==> config.mk <==
export PLATFORM = sky130hd
export DESIGN_NAME = regfile_wb_arbiter
export DESIGN_NICKNAME = d
export VERILOG_FILES = /design/src/rtl/regfile_wb_arbiter.sv
export SDC_FILE = /design/constraint.sdc
export NUM_CORES = 1
export LEC_CHECK = 0
export BUFFER_PORTS_ARGS = -buffer_cell sky130_fd_sc_hd__buf_2
export CAP_MARGIN = 20
export CELL_PAD_IN_SITES_DETAIL_PLACEMENT = 0
export CELL_PAD_IN_SITES_GLOBAL_PLACEMENT = 1
export CORE_MARGIN = 3
export CORE_UTILIZATION = 28
export DETAILED_ROUTE_END_ITERATION = 10
export PLACE_DENSITY = 0.95
export SETUP_SLACK_MARGIN = 0.15
export SYNTH_ARGS = -nofsm -noshare
export SYNTH_HDL_FRONTEND = slang
export SYNTH_SLANG_ARGS = --single-unit
==> constraint.sdc <==
create_clock -name i_clk -period 3.6 [get_ports i_clk]
set_input_delay 0 -clock i_clk [delete_from_list [all_inputs] [get_ports i_clk]]
set_output_delay 0 -clock i_clk [all_outputs]
set_load 0.03 [all_outputs]
==> src/rtl/regfile_wb_arbiter.sv <==
// Writeback arbiter for the register file's single write port.
// Round-robin req/gnt arbitration between NREQ requesters, one registered
// write stage ahead of the register file, and a same-cycle read bypass that
// hides the register file's read-old-value-on-write behaviour.
module regfile_wb_arbiter #(
    parameter int unsigned XLEN = 32,
    parameter int unsigned NREQ = 3
) (
    input  logic                 i_clk,
    input  logic                 i_rstn,
    input  logic [NREQ-1:0]      i_Req,
    input  logic [5*NREQ-1:0]    i_Wnum,
    input  logic [XLEN*NREQ-1:0] i_Wd,
    output logic [NREQ-1:0]      o_Gnt,
    input  logic                 i_Stall,
    output logic                 o_Wen,
    output logic [4:0]           o_Wnum,
    output logic [XLEN-1:0]      o_Wd,
    input  logic [4:0]           i_Rnum1,
    input  logic [4:0]           i_Rnum2,
    input  logic [XLEN-1:0]      i_RfRd1,
    input  logic [XLEN-1:0]      i_RfRd2,
    output logic [XLEN-1:0]      o_Rd1,
    output logic [XLEN-1:0]      o_Rd2
);

    localparam int unsigned PW = $clog2(NREQ);
    localparam logic [PW-1:0] LAST = PW'(NREQ - 1);

    generate
        if (NREQ < 2 || NREQ > 8) begin : g_bad_nreq
            $error("regfile_wb_arbiter: NREQ must be in 2..8");
        end
    endgenerate

    logic [PW-1:0]   ptr;
    logic [PW-1:0]   gnt_idx;
    logic [PW-1:0]   cand;
    logic            gnt_valid;
    logic [4:0]      gnt_wnum;
    logic [XLEN-1:0] gnt_wd;

    // Round-robin scan from ptr; first active request wins, blocked by stall or reset.
    always_comb begin
        o_Gnt     = '0;
        gnt_idx   = '0;
        gnt_valid = 1'b0;
        cand      = '0;
        if (i_rstn && !i_Stall) begin
            for (int unsigned k = 0; k < NREQ; k++) begin
                cand = PW'((32'(ptr) + k) % NREQ);
                if (!gnt_valid && i_Req[cand]) begin
                    gnt_valid = 1'b1;
                    gnt_idx   = cand;
                end
            end
            if (gnt_valid) begin
                o_Gnt[gnt_idx] = 1'b1;
            end
        end
        gnt_wnum = i_Wnum[5*gnt_idx +: 5];
        gnt_wd   = i_Wd[XLEN*gnt_idx +: XLEN];
    end

    // Pointer advance and registered write stage toward the register file.
    always_ff @(posedge i_clk or negedge i_rstn) begin
        if (!i_rstn) begin
            ptr    <= '0;
            o_Wen  <= 1'b0;
            o_Wnum <= '0;
            o_Wd   <= '0;
        end else begin
            o_Wen <= gnt_valid && (gnt_wnum != 5'd0);
            if (gnt_valid) begin
                ptr    <= (gnt_idx == LAST) ? '0 : gnt_idx + PW'(1);
                o_Wnum <= gnt_wnum;
                o_Wd   <= gnt_wd;
            end
        end
    end

    // Same-cycle bypass of the pending write onto both read ports; x0 never bypasses.
    always_comb begin
        o_Rd1 = i_RfRd1;
        o_Rd2 = i_RfRd2;
        if (o_Wen && o_Wnum == i_Rnum1 && i_Rnum1 != 5'd0) begin
            o_Rd1 = o_Wd;
        end
        if (o_Wen && o_Wnum == i_Rnum2 && i_Rnum2 != 5'd0) begin
            o_Rd2 = o_Wd;
        end
    end

endmodule

Word-level counts from Yosys, hierarchy flattened
Cells that the tools add are included.
{"block": "totals", "word_cells": 61, "reg_bits": 40, "out_inout_bits": 105}
{"block": "classes", "add_sub_neg": 3, "reduce_logical": 15, "div_mod_pow": 3, "eq_ne": 3, "magnitude_cmp": 5, "multipliers": 1, "shifts": 2, "mux": 25}
{"cell": "96-bit by 8-bit variable part select with 32-bit output", "n": 1}
{"cell": "32-bit by 2-bit modulo with 32-bit output, second input constant", "n": 2}
{"cell": "32-bit 2-to-1 mux", "n": 2}
{"cell": "2-bit by 2-bit modulo with 32-bit output, second input constant", "n": 1}
{"cell": "5-bit nonzero test", "n": 3}
{"cell": "15-bit by 6-bit variable part select with 5-bit output", "n": 1}
{"cell": "2-bit by 3-bit less-than comparator with 1-bit output, second input constant", "n": 4}
{"cell": "2-bit 2-to-1 mux", "n": 6}
{"cell": "1-bit 2-to-1 mux", "n": 11}
{"cell": "5-bit equality test", "n": 2}
{"cell": "1-bit logical AND", "n": 9}
{"cell": "1-bit binary-select mux with 2-bit select", "n": 3}
{"cell": "3-bit 2-to-1 mux", "n": 2}
{"cell": "3-bit by 2-bit multiplier with 5-bit output, first input constant", "n": 1}
{"cell": "2-bit by 1-bit adder with 3-bit output, second input constant", "n": 1}
{"cell": "2-bit by 2-bit adder with 3-bit output, second input constant", "n": 1}
{"cell": "1-bit logical NOT", "n": 3}
{"cell": "2-bit by 1-bit adder with 2-bit output, second input constant", "n": 1}
{"cell": "1-bit demux with 2-bit select", "n": 1}
{"cell": "2-bit equality test, second input constant", "n": 1}
{"cell": "2-bit by 1-bit >= comparator with 1-bit output, second input constant", "n": 1}

Logic depth before layout (Yosys ltp)
{"block": "logic_depth", "depth_word": 19, "ltp_mapped": 11, "ltp_nobuf": 8}

Worst setup path after synthesis
Ideal clock, no wire load.
{"block": "synth_timing", "kind": "register to register", "start": "reg ptr[0]", "end": "reg o_Wd[10]", "stages_incl_launch_ff": 12, "setup_ns": 0.132, "period_less_slack_ns": 2.330, "path_slack_ns": 1.270, "arrival_time_ns": 2.198, "path_buffers": 3, "path_cell_list": "dfrtp_1 > inv_1 > ha_1 > buf_2 > nand4bb_1 > a21bo_1 > a311oi_2 > buf_4 > nor2_2 > buf_6 > a221oi_2 > o21ai_1"}
{"block": "synth_via", "elab_chain_len": 15, "elab_cells_between_ends": 28, "classes_between": "2 x add/sub; 3 x div; 1 x shift; 18 x mux; 4 x reduce/logical"}
{"element": "start: declaration", "line": "36", "source": "logic [PW-1:0] ptr;"}
{"element": "start signal: assignment", "line": "75", "source": "ptr <= (gnt_idx == LAST) ? '0 : gnt_idx + PW'(1);"}
{"element": "parallel branches: the longest is 15 deep, another holds 32-bit by 2-bit modulo with 32-bit output"}
{"element": "end signal: assignment", "line": "77", "source": "o_Wd <= gnt_wd;"}
{"element": "end: declaration", "line": "18", "source": "output logic [XLEN-1:0] o_Wd,"}
Parallel ways; which one is timed is not known. The select of a mux whose other input is x is not followed.
A chain may end at the register's enable or synchronous reset.

Worst setup path in the final report
{"block": "layout_timing", "start": "reg ptr[1]", "end": "out o_Gnt[2]"}
{"block": "layout_via", "elab_chain_len": 19, "elab_cells_between_ends": 32, "classes_between": "2 x add/sub; 3 x div; 2 x order compare; 20 x mux; 5 x reduce/logical"}
{"element": "parallel branches: the longest is 17 deep, another holds 32-bit by 2-bit modulo with 32-bit output"}
{"element": "3-bit 2-to-1 mux (*)", "line": "57", "source": "if (gnt_valid) begin"}
{"element": "3-bit 2-to-1 mux (*)", "line": "49", "source": "if (i_rstn && !i_Stall) begin"}
{"element": "end: declaration", "line": "14", "source": "output logic [NREQ-1:0] o_Gnt,"}
Mark *: on every way between the ends. The select of a mux whose other input is x is not followed.

==> impl_metrics.yaml <==
status:
  status: "finished, final reports clean"
sta:
  grt_setup_unrepaired: "false"
  post-route-min-period_ns: 3.138
  maxClockFrequency_mhz: 318.7
  clock_skew_ns: 0.001655
  slew_headroom_pct: 41.93
  whs_ns: 0.006693
  hold_viol_final: 0
  drv_slew: 0
  setup_viol: 0
  tns_ns: 0
  tightestPinTransition_ns: 0.8710
  period_share_pct: 87.16
clock_tree:
  cts_sinks: 40
  clk_pin_slew_ns: 0.06
  cts_resized: 0
  cts_buffers: 5
  cts-hold-fix-buffers: 28
  cts_tree: "done"
  clockBufferDepth: 2
  htreeDepth: 2
  cts-root-buf: "clkbuf_16"
  postCtsSetupBuffers: 0
  clkLatencyLatePin_ns: 0.28
placed_design:
  dp_hpwl_um: 11640
  gp_congestion: 0.8357
  portBuffers: 295
  post_dp_cell_area_sq_um: 4913
drt:
  drt_iter0_drc: 170
  vias: 3960
  wl_um: 14670
  wl_per_cell_um: 18.73
  drcViolationCount: 0
  ant_nets: 0
  viasPerCell: 5.057
  drtPass1Iterations: 4
critical_path:
  crit_chain: "inv_1 > ha_1 > mux2i_1 > o22ai_1 > a221oi_4 > buf_4 > buf_2"
  end_kind: "primary output"
  slowest_stage: "a221oi_4"
  r2r-start: "ptr[1]$_DFFE_PN0P_"
  arrival_ns: 3.14
  cp.required_ns: 3.60
  rr_worst_depth: 8
  r2r_slack_ns: 0.50
  critPathMaxFanout: 23
  max_stage_delay_ns: 0.73
  r2r-end: "o_Wd[9]$_DFFE_PN0P_"
  startpoint_type: "register"
  path_class: "reg -> out"
cells_and_area:
  layout_common_cells: "295 x buf_2, 60 x mux2_2, 40 x dfrtp_1"
  syn_to_final_growth_pct: 58.60
  final_core_util_pct: 46.18
  fillers: 1120
  final_layout_size_suffix_gt1_share_pct: 60.00
  antenna-diode-count: 0
  final_common_cell: "buf_2"
  final_nets: 834
  design_area_sq_um: 5340
logic_synthesis:
  syn_area_per_cell_sq_um: 10.11
  synthMuxAreaShare_pct: 29.13
  async_flop_share_pct: 100.0
  yosysWarnings: 0
  ys_seq_elements: 40
  ys_types: 48
  synth-seq-area-share_pct: 29.73
  synth_top_family_by_area: "multiplexers"
  synth-adder-area-share_pct: 1.486
  synth_simple_gate_area_share_pct: 9.885
  synth-xor-area-share_pct: 2.081
  synth_compound_area_share_pct: 22.26
  synth_edf_count: 0
  syn_inst: 333
  synth_area_sq_um: 3367
  synth_ff_type: "dfrtp_1"
  syn_nets: 528
global_routing:
  grt.overflow.total: 0
  grt_pass1_wl_um: 20530
  grt_usage_pct: 19.77
  grt_max_degree: 57
  antenna_found_initial: 0
  grt_pass1_vias: 3905
hold_path:
  min_to: "o_Wd[5]$_DFFE_PN0P_"
  min_from: "i_Wd[37]"
  worstHoldPathType: "in -> reg"
  holdPathStages: 3
floorplanning:
  start_util_pct: 29.11
  design.core.area_sq_um: 11560
  dieHeight_um: 115.7
  dieArea_sq_um: 13380
  dieWidth_um: 115.7
  rows: 39
  io_pins: 296
power_and_ir_drop:
  power_density_nw_per_um2: 637.5
  irDropWorstVdd_mv: 0.2475
  p_leak_nw: 2.614
flow_run:
  cap_viol_max_count: 0
==> power breakdown <==
part	switching [W]	total (W)	internal, W
logic	0.00128	0.00201	0.000726
registers	0.000284	0.000945	0.000661
clock network	0.000172	0.000449	0.000277
total	0.00174	0.00340	0.00166
==> how the worst max path moves through the flow <==
stage / slack, ns / start / cells after the start / to
floorplan: 1.27 / ptr[0]$_DFFE_PN0P_ / 11 / o_Wd[10]$_DFFE_PN0P_
global placement: 0.78 / ptr[1]$_DFFE_PN0P_ / 8 / o_Wd[13]$_DFFE_PN0P_
detailed placement: 0.58 / ptr[1]$_DFFE_PN0P_ / 8 / o_Wd[9]$_DFFE_PN0P_
CTS: 0.51 / ptr[1]$_DFFE_PN0P_ / 7 / o_Gnt[2]
global route: 0.19 / ptr[0]$_DFFE_PN0P_ / 9 / o_Gnt[1]
finish: 0.46 / ptr[1]$_DFFE_PN0P_ / 7 / o_Gnt[2]
==> cell families (layout without fill, tap and decap cells) <==
group	count (synthesis)	in the layout
xor+xnor	8	8
compound gates	97	97
simple gates	61	61
flops	40	40
fa+ha+maj	4	4
buf+inv	33	340
mux	90	90
==> registers in the layout (all words and copies together), names as in the netlist <==
| signal | count |
|---|---|
| o_Wd | 32 |
| o_Wnum | 5 |
| ptr | 2 |
| o_Wen | 1 |
==> area by class of cell <==
| type | count | area [sq um] | area share (%) |
|---|---|---|---|
| tap | 143 | 178.9 | 3.351 |
| inverter | 5 | 18.77 | 0.3515 |
| multi-input combinational | 260 | 2208 | 41.35 |
| clock buffer | 8 | 146.4 | 2.741 |
| sequential | 40 | 1001 | 18.74 |
| timing repair buffer | 327 | 1787 | 33.46 |
==> synth_stat cells (2+ instances only) <==
library cell / instances / area (sq um)
mux2_2: 60 / 675.7
dfrtp_1: 40 / 1001
mux2i_1: 26 / 260.3
o21ai_0: 24 / 120.1
a22oi_1: 22 / 165.2
nand2_1: 20 / 75.07
o21ai_1: 16 / 80.08
buf_2: 14 / 70.07
and2_1: 11 / 68.82
a221oi_2: 10 / 150.1
clkbuf_1: 6 / 22.52
xor2_1: 6 / 52.55
buf_4: 5 / 37.54
inv_1: 5 / 18.77
nand2b_1: 5 / 31.28
nor2_1: 5 / 18.77
ha_1: 4 / 50.05
mux2_1: 4 / 45.04
nor2b_1: 4 / 25.02
nor4_1: 4 / 25.02
a21oi_1: 3 / 15.01
buf_6: 3 / 33.78
nor3_1: 3 / 15.01
o221ai_1: 3 / 26.28
a21boi_0: 2 / 15.01
a22o_1: 2 / 17.52
and3_1: 2 / 12.51
nand3b_1: 2 / 15.01
o31ai_1: 2 / 15.01
xnor2_1: 2 / 17.52
==> through the flow <==
stage	std cells	power, W	setup WS (ns)
floorplan	333	0.002261	1.270
global placement	747	0.002867	0.7811
detailed placement	747	0.002933	0.5809
CTS	783	0.003421	0.5129
global route	783	0.003631	0.1909
finish	783	0.003405	0.4622
==> critical path, delay by kind of cell, from the launching register on <==
family          cells  cell delay (ns)
buf+inv             3             0.77
fa+ha+maj           1             0.34
compound gates      2             0.93
flops               1             0.41
mux                 1             0.39
==> routing by layer <==
layer	GRT usage [%]	share of wire (%)	vias up
li1	-	-	1874
met1	23.02	38	1900
met2	35.26	52	171
met3	6.580	8.8	15
met4	4.563	1.5	0
met5	0	0	-
(Power assumes the default switching activity.)
